**src/rtl/spi_receiver.sv**
```systemverilog
// Slave-side SPI frame receiver: oversamples spi_clock/cs_n/spi_data in the clk
// domain, collects DATA_WIDTH bits per cs_n-low window, presents words on valid/ready.
module spi_receiver #(
  parameter int unsigned DATA_WIDTH  = 24,
  parameter int unsigned SYNC_STAGES = 2
) (
  input  logic                  clk,
  input  logic                  rst,
  input  logic                  spi_clock,
  input  logic                  spi_data,
  input  logic                  cs_n,
  output logic [DATA_WIDTH-1:0] data_out,
  output logic                  data_valid,
  input  logic                  data_ready,
  output logic                  frame_error,
  output logic                  overrun,
  output logic                  busy
);

  localparam int unsigned CNT_W   = $clog2(DATA_WIDTH + 1);
  localparam int unsigned FLUSH   = SYNC_STAGES + 2;
  localparam int unsigned FLUSH_W = $clog2(FLUSH + 1);

  localparam logic [CNT_W-1:0]   CNT_FULL  = CNT_W'(DATA_WIDTH);
  localparam logic [CNT_W-1:0]   CNT_SAT   = CNT_W'(DATA_WIDTH + 1);
  localparam logic [FLUSH_W-1:0] FLUSH_MAX = FLUSH_W'(FLUSH);

  localparam logic [1:0] ST_ARM   = 2'd0;
  localparam logic [1:0] ST_IDLE  = 2'd1;
  localparam logic [1:0] ST_SHIFT = 2'd2;

  // Top bit of the cs_n/spi_clock chains is the edge-detect history flop.
  logic [SYNC_STAGES:0]   cs_sync;
  logic [SYNC_STAGES:0]   sck_sync;
  logic [SYNC_STAGES-1:0] sd_sync;

  logic cs_cur, cs_hist, sck_cur, sck_hist;

  logic sample_q, bit_q, cs_fall_q, cs_rise_q, cs_lvl_q;

  logic [1:0]            state;
  logic [FLUSH_W-1:0]    flush;
  logic [DATA_WIDTH-1:0] sr, sr_next;
  logic [CNT_W-1:0]      cnt, cnt_next;

  always_ff @(posedge clk) begin
    if (rst) begin
      cs_sync  <= '1;
      sck_sync <= '0;
      sd_sync  <= '1;
    end else begin
      cs_sync  <= {cs_sync[SYNC_STAGES-1:0], cs_n};
      sck_sync <= {sck_sync[SYNC_STAGES-1:0], spi_clock};
      sd_sync  <= {sd_sync[SYNC_STAGES-2:0], spi_data};
    end
  end

  assign cs_cur   = cs_sync[SYNC_STAGES-1];
  assign cs_hist  = cs_sync[SYNC_STAGES];
  assign sck_cur  = sck_sync[SYNC_STAGES-1];
  assign sck_hist = sck_sync[SYNC_STAGES];

  // Edge events are registered once so data bit, sample strobe and cs_n edges
  // reach the state machine in the same cycle.
  always_ff @(posedge clk) begin
    if (rst) begin
      sample_q  <= 1'b0;
      bit_q     <= 1'b1;
      cs_fall_q <= 1'b0;
      cs_rise_q <= 1'b0;
      cs_lvl_q  <= 1'b1;
    end else begin
      sample_q  <= sck_hist & ~sck_cur;
      bit_q     <= sd_sync[SYNC_STAGES-1];
      cs_fall_q <= cs_hist & ~cs_cur;
      cs_rise_q <= ~cs_hist & cs_cur;
      cs_lvl_q  <= cs_cur;
    end
  end

  // A sample coinciding with the cs_n rise is folded in before evaluation.
  always_comb begin
    sr_next  = sr;
    cnt_next = cnt;
    if (sample_q) begin
      sr_next  = {sr[DATA_WIDTH-2:0], bit_q};
      cnt_next = (cnt == CNT_SAT) ? cnt : cnt + CNT_W'(1);
    end
  end

  always_ff @(posedge clk) begin
    if (rst) begin
      state       <= ST_ARM;
      flush       <= '0;
      sr          <= '0;
      cnt         <= '0;
      data_out    <= '0;
      data_valid  <= 1'b0;
      frame_error <= 1'b0;
      overrun     <= 1'b0;
    end else begin
      frame_error <= 1'b0;
      overrun     <= 1'b0;
      if (data_valid && data_ready) begin
        data_valid <= 1'b0;
      end
      case (state)
        // Chains hold reset values until flushed; only trust cs_n after that.
        ST_ARM: begin
          if (flush != FLUSH_MAX) begin
            flush <= flush + FLUSH_W'(1);
          end else if (cs_lvl_q) begin
            state <= ST_IDLE;
          end
        end
        ST_IDLE: begin
          if (cs_fall_q) begin
            sr    <= '0;
            cnt   <= '0;
            state <= ST_SHIFT;
          end
        end
        ST_SHIFT: begin
          sr  <= sr_next;
          cnt <= cnt_next;
          if (cs_rise_q) begin
            state <= ST_IDLE;
            if (cnt_next == CNT_FULL) begin
              data_out   <= sr_next;
              data_valid <= 1'b1;
              overrun    <= data_valid && !data_ready;
            end else begin
              frame_error <= 1'b1;
            end
          end
        end
        default: state <= ST_ARM;
      endcase
    end
  end

  assign busy = (state == ST_SHIFT);

endmodule
```
**config.mk**
```make
export PLATFORM = sky130hd
export DESIGN_NAME = spi_receiver
export DESIGN_NICKNAME = d
export VERILOG_FILES = /design/src/rtl/spi_receiver.sv
export SDC_FILE = /design/constraint.sdc
export NUM_CORES = 1
export LEC_CHECK = 0
export BUFFER_PORTS_ARGS = -buffer_cell sky130_fd_sc_hd__buf_2
export CAP_MARGIN = 20
export CORE_MARGIN = 2
export CORE_UTILIZATION = 46
export CTS_CLUSTER_DIAMETER = 40
export DETAILED_ROUTE_END_ITERATION = 12
export GPL_ROUTABILITY_DRIVEN = 0
export PLACE_DENSITY = 0.7
export SLEW_MARGIN = 10
export SYNTH_ARGS = -nofsm -noshare
export SYNTH_HDL_FRONTEND = slang
export SYNTH_SLANG_ARGS = --single-unit
```
**constraint.sdc**
```tcl
create_clock -name clk -period 3.9 [get_ports clk]
set_clock_uncertainty 0.1 [all_clocks]
set_input_delay 0.195 -clock clk [delete_from_list [all_inputs] [get_ports clk]]
set_output_delay 0.195 -clock clk [all_outputs]
set_load 0.005 [all_outputs]
```
==> Word-level counts from Yosys, hierarchy flattened <==
Cells that the tools add are included.
{ "word_totals": {"register_bits": 74, "in_bits": 6, "output_inout_bits": 28, "wordCells": 64} }
{ "op_classes": {"n_addsub": 2, "eq_ne": 9, "mux": 17, "n_bitwise": 9, "n_reduce_logical": 11} }
{ "op_table": {"columns": ["operator", "n"], "rows": [
  ["$mux W24", 2],
  ["$pmux W24 S2", 1],
  ["$mux W5", 3],
  ["$eq A5 B5 Y1 const B", 2],
  ["$pmux W5 S2", 1],
  ["$mux W2", 4],
  ["$ne A2 B2 Y1 const B", 3],
  ["$not A1 Y1", 6],
  ["$pmux W2 S3", 1],
  ["$add A5 B1 Y5 const B", 1],
  ["$mux W1", 5],
  ["$reduce_and A2 Y1", 2],
  ["$reduce_and A4 Y1", 1],
  ["$reduce_or A4 Y1", 1],
  ["$add A3 B1 Y3 const B", 1],
  ["$and A1 B1 Y1", 3],
  ["$ne A3 B3 Y1 const B", 1],
  ["$reduce_and A3 Y1", 1],
  ["$reduce_or A3 Y1", 1],
  ["$eq A2 B1 Y1 const B", 1],
  ["$eq A2 B2 Y1 const B", 1],
  ["$logic_and A1 B1 Y1", 2],
  ["$logic_not A2 Y1", 1],
  ["$ne A2 B1 Y1 const B", 1],
  ["2 further kinds", 2]
]} }

==> Longest topological paths before layout <==
{ "depth": {"word_depth": 7, "depth_mapped": 8, "ltp_nobuf": 7} }

==> Worst setup path before layout <==
No wires, ideal clock.
{ "synth_timing": {"path_type": "register to register", "start": "register cnt[0]", "end": "register data_out[0]", "setup_time_ns": 0.116, "arrival_ns": 1.904, "slack_ns": 1.780, "path_stages_with_launch": 8, "n_path_buf": 1, "period_less_slack_ns": 2.120, "cell_sequence": "dfxtp_1 > ha_1 > nand2_1 > or3_1 > a32oi_4 > nand2_4 > buf_6 > o211a_1"} }
{ "synth_between": {"elab_chain_len": 5, "elab_cells_between_ends": 6, "cone_classes": "1 x add/sub; 2 x eq/ne; 2 x mux; 1 x reduce/logical"} }
{ "synth_rtl": {"columns": ["item", "line_no", "text"], "rows": [
  ["from (decl)", "44", "logic [CNT_W-1:0] cnt, cnt_next;"],
  ["from (signal assigned)", "125", "cnt <= cnt_next;"],
  ["$add A5 B1 Y5 or $eq A5 B5 Y1 (tied branches)", "87", "cnt_next = (cnt == CNT_SAT) ? cnt : cnt + CNT_W'(1);"],
  ["$mux W5", "87", null],
  ["$mux W5 (*)", "85", "if (sample_q) begin"],
  ["$eq A5 B5 Y1 (*)", "128", "if (cnt_next == CNT_FULL) begin"],
  ["$reduce_and A3 Y1 (no line) (*)", null, null],
  ["to (signal assigned)", "129", "data_out <= sr_next;"],
  ["to (decl)", "12", "output logic [DATA_WIDTH-1:0] data_out,"]
]} }
Mark *: on every way between the ends. The rest lies on a longest branch, timed or not.
A chain may end at the register's enable or synchronous reset.

==> Final worst setup path <==
{ "layout_timing": {"start": "register sample_q", "end": "register data_out[4]"} }
{ "layout_between": {"elab_chain_len": 3, "elab_cells_between_ends": 4, "cone_classes": "1 x eq/ne; 2 x mux; 1 x reduce/logical"} }
{ "layout_rtl": {"columns": ["item", "line_no", "text"], "rows": [
  ["from (decl)", "39", "logic sample_q, bit_q, cs_fall_q, cs_rise_q, cs_lvl_q;"],
  ["from (signal assigned)", "73", "sample_q <= sck_hist & ~sck_cur;"],
  ["$mux W5", "85", null],
  ["$eq A5 B5 Y1", "128", null],
  ["$reduce_and A3 Y1 (no line)", null, null]
]} }
Several ways; a longest one is shown, not always the timed one.

==> flow_summary_export.csv <==
group,metric,value,unit
sta,holdWs,0.0451,ns
sta,tightestPinTransition,0.663,ns
layout,nets,346,
power,internal_power,1.20,mW
flow_run,max-cap-violations,0,
clocking,clockBufferDepth,2,
worst_setup_path,worstPathRequired,4.06,ns
sta,period_share,73.6,%
floorplan,die_w,85.9,um
layout,antennaDiodeCount,0,
sta,period_needed,2.87,ns
sta,rsz0062_at_grt,"false",
floorplan,start_util,48.0,%
floorplan,rows,29,
worst_setup_path,endpoint_kind,"flip-flop",
power,sw_frac_of_total,22.5,%
logic_synthesis,synth_cell_types,44,
clocking,clk_pin_slew,0.07,ns
clocking,cts_made_buffers,9,
power,comb_power_share,6.8,%
power,power.density,439,mW/mm2
floorplan,fp.dieH,85.9,um
detailed_routing,via_per_inst,5.45,
clocking,worstSkewPairLatency,0.35,ns
clocking,cts_tree,"built",
detailed_routing,wl_per_cell,14.6,um
sta,hold_viol,0,
layout,final_cell_mix,"dfxtp_1 (73), nor2_1 (42), buf_2 (33)",
logic_synthesis,synthAdderAreaFrac,1.62,%
layout,finalNonFillerCells,418,
sta,tns,0,ns
sta,setup_ws,1.03,ns
place,dpl.hpwl,3.82,mm
logic_synthesis,synth_area_per_cell,10.0,um2
grt,antenna_found_initial,0,
floorplan,io_pins,34,
detailed_routing,route.antenna.remaining_nets,0,
logic_synthesis,seq_area_frac_synth,47.4,%
clocking,clock-sinks,73,
layout,n_fill_cell,588,
logic_synthesis,yosys.area_share.simple,12.7,%
logic_synthesis,yosys_register_bits,73,
grt,grt_overflow_total,0,
status,status,"finished, final reports clean",
logic_synthesis,synth_top_family_by_area,"compound AO/OA/AOI/OAI gates",
worst_hold_path,min_path_type,"input pin to flip-flop",
power,ir_drop,0.244,mV
logic_synthesis,synth_area_leader_cell,"dfxtp_1",
layout,stdcell_area,0.00354,mm2
clocking,cts_resized,0,
logic_synthesis,synthMuxAreaShare,8.44,%
layout,drive_above_1_share,25.5,%
place,dp_cells,398,
logic_synthesis,synth_area_leaders,"dfxtp_1 (47%), mux2_2 (5.8%), o211a_1 (5.2%), nor2_1 (5.1%), a21o_1 (4.4%)",
logic_synthesis,synth-xor-area-share,0.852,%
logic_synthesis,yosysTopAreaCellShare,47.4,%
logic_synthesis,netlist_area,0.00308,mm2
worst_setup_path,cp_max_fo,22,
logic_synthesis,yosys_warnings,0,
detailed_routing,num_vias,2280,
logic_synthesis,synth_compound_area_share,23.9,%
place,place_ws,1.04,ns
detailed_routing,drt-pass1-iter-count,6,
grt,grtUsageTotal,17.4,%
clocking,htree_levels,3,
power,total_power,1.55,mW
layout,area_growth,14.7,%
sta,slew_viol_final,0,
logic_synthesis,syn_inst,307,
power,clkPwrFrac,43.0,%
worst_setup_path,cp-start-kind,"flip-flop",
worst_setup_path,critPathKind,"flip-flop to flip-flop",
power,pwr-share-seq,50.3,%
detailed_routing,wl,6.09,mm
layout,finish.utilization,55.1,%
power,p_leak,1.66,nW
logic_synthesis,synth_fp_nets,317,
grt,grt_max_degree,56,
sta,fmax,349,MHz
floorplan,core-area,0.00642,mm2
clocking,clockRootBuffer,"clkbuf_8",
floorplan,dieArea,0.00737,mm2
place,place_area,0.00326,mm2
power,power_switching,0.350,mW
sta,relSlewSlack,55.8,%
detailed_routing,route.detailed.drc,0,
grt,grt_pass1_vias,2043,
worst_setup_path,critPathArrivalTime,3.02,ns
sta,setup_viol,0,
detailed_routing,drt_iter0_drc,177,
place,port_buffers,33,
layout,mostFrequentLayoutCell,"dfxtp_1",
grt,grt_pass1_wl,9.87,mm
-- power groups by stage --
stage | Combinational (mW) | Sequential (mW) | Clock (mW)
after floorplan | 0.0844 | 0.795 | 0
after global placement | 0.0984 | 0.798 | 0
after detailed placement | 0.103 | 0.799 | 0
after CTS | 0.105 | 0.781 | 0.684
after global routing | 0.119 | 0.785 | 0.718
final | 0.105 | 0.781 | 0.667
-- kinds of logic (layout without fill, tap and decap cells) --
kind of cell,Yosys count,count (layout)
buf+inv,32,66
fa+ha+maj,4,4
flops,73,73
compound gates,92,92
mux,24,24
xor+xnor,3,3
simple gates,79,79
-- cell usage after synthesis, drive strengths merged --
master	number
nand4b	1
buf	13
o21bai	1
nor2	42
dfxtp	73
or3	1
a21o	18
nand2b	2
nand3b	1
nor4	1
mux2i	8
nor3	4
clkinv	1
o211a	16
ha	4
a22oi	18
xor2	1
nand2	7
clkbuf	12
o21ai	1
and2	1
xnor2	2
nor3b	1
mux2	16
and4b	1
nand3	2
a41oi	1
a311oi	9
inv	6
nor2b	5
a211o	2
or2	6
o21a	1
nand4	3
a21oi	21
a211oi	2
a32oi	2
and3	1
-- timing repair --
item                                    4_1_cts  5_1_grt
setup buffers                                 0        0
hold endpoints to repair                      3        0
endpoints found under the setup margin        0        0
hold buffers                                  3        0
-- flip-flops by register name, indices dropped and copies added (netlist names), 2 cells and up --
register and count:
data_out 24, sr 24, cnt 5, cs_sync 3
flush 3, sck_sync 3, sd_sync 2, state 2
-- routing by layer --
| metal | global-route usage, % | part of all wire [%] |
|---|---|---|
| met1 | 23.5 | 50 |
| met2 | 25.8 | 45 |
| met3 | 5.10 | 3.4 |
| met4 | 7.79 | 1.9 |
| met5 | 0 | 0 |
-- final cells by class --
type	instances	area, um2	area share, %
repair buffers	43	255	7.22
multi-input cells	202	1470	41.5
clock inverters	5	77.6	2.19
inverters	7	26.3	0.743
clock buffers	11	151	4.28
flip-flops and latches	73	1460	41.3
well taps	77	96.3	2.72
-- critical path, cell delays in order, from the launching register on --
cell and delay (ns):
dfxtp_1 0.67, buf_4 0.39, nand3_1 0.12, a211o_1 0.28
a32oi_4 0.61, buf_4 0.29, a21oi_1 0.07, a311oi_1 0.24
-- path summary, 6_finish.rpt --
path	start	to	slack (ns)	cells after the start
setup / recovery	sample_q	data_out[4]	1.03	7
hold / removal	data_ready	overrun	0.05	3
setup reg to reg	sample_q	data_out[4]	1.03	7
hold reg to reg	sck_sync[1]	sample_q	0.30	1
(Power assumes the default switching activity.)
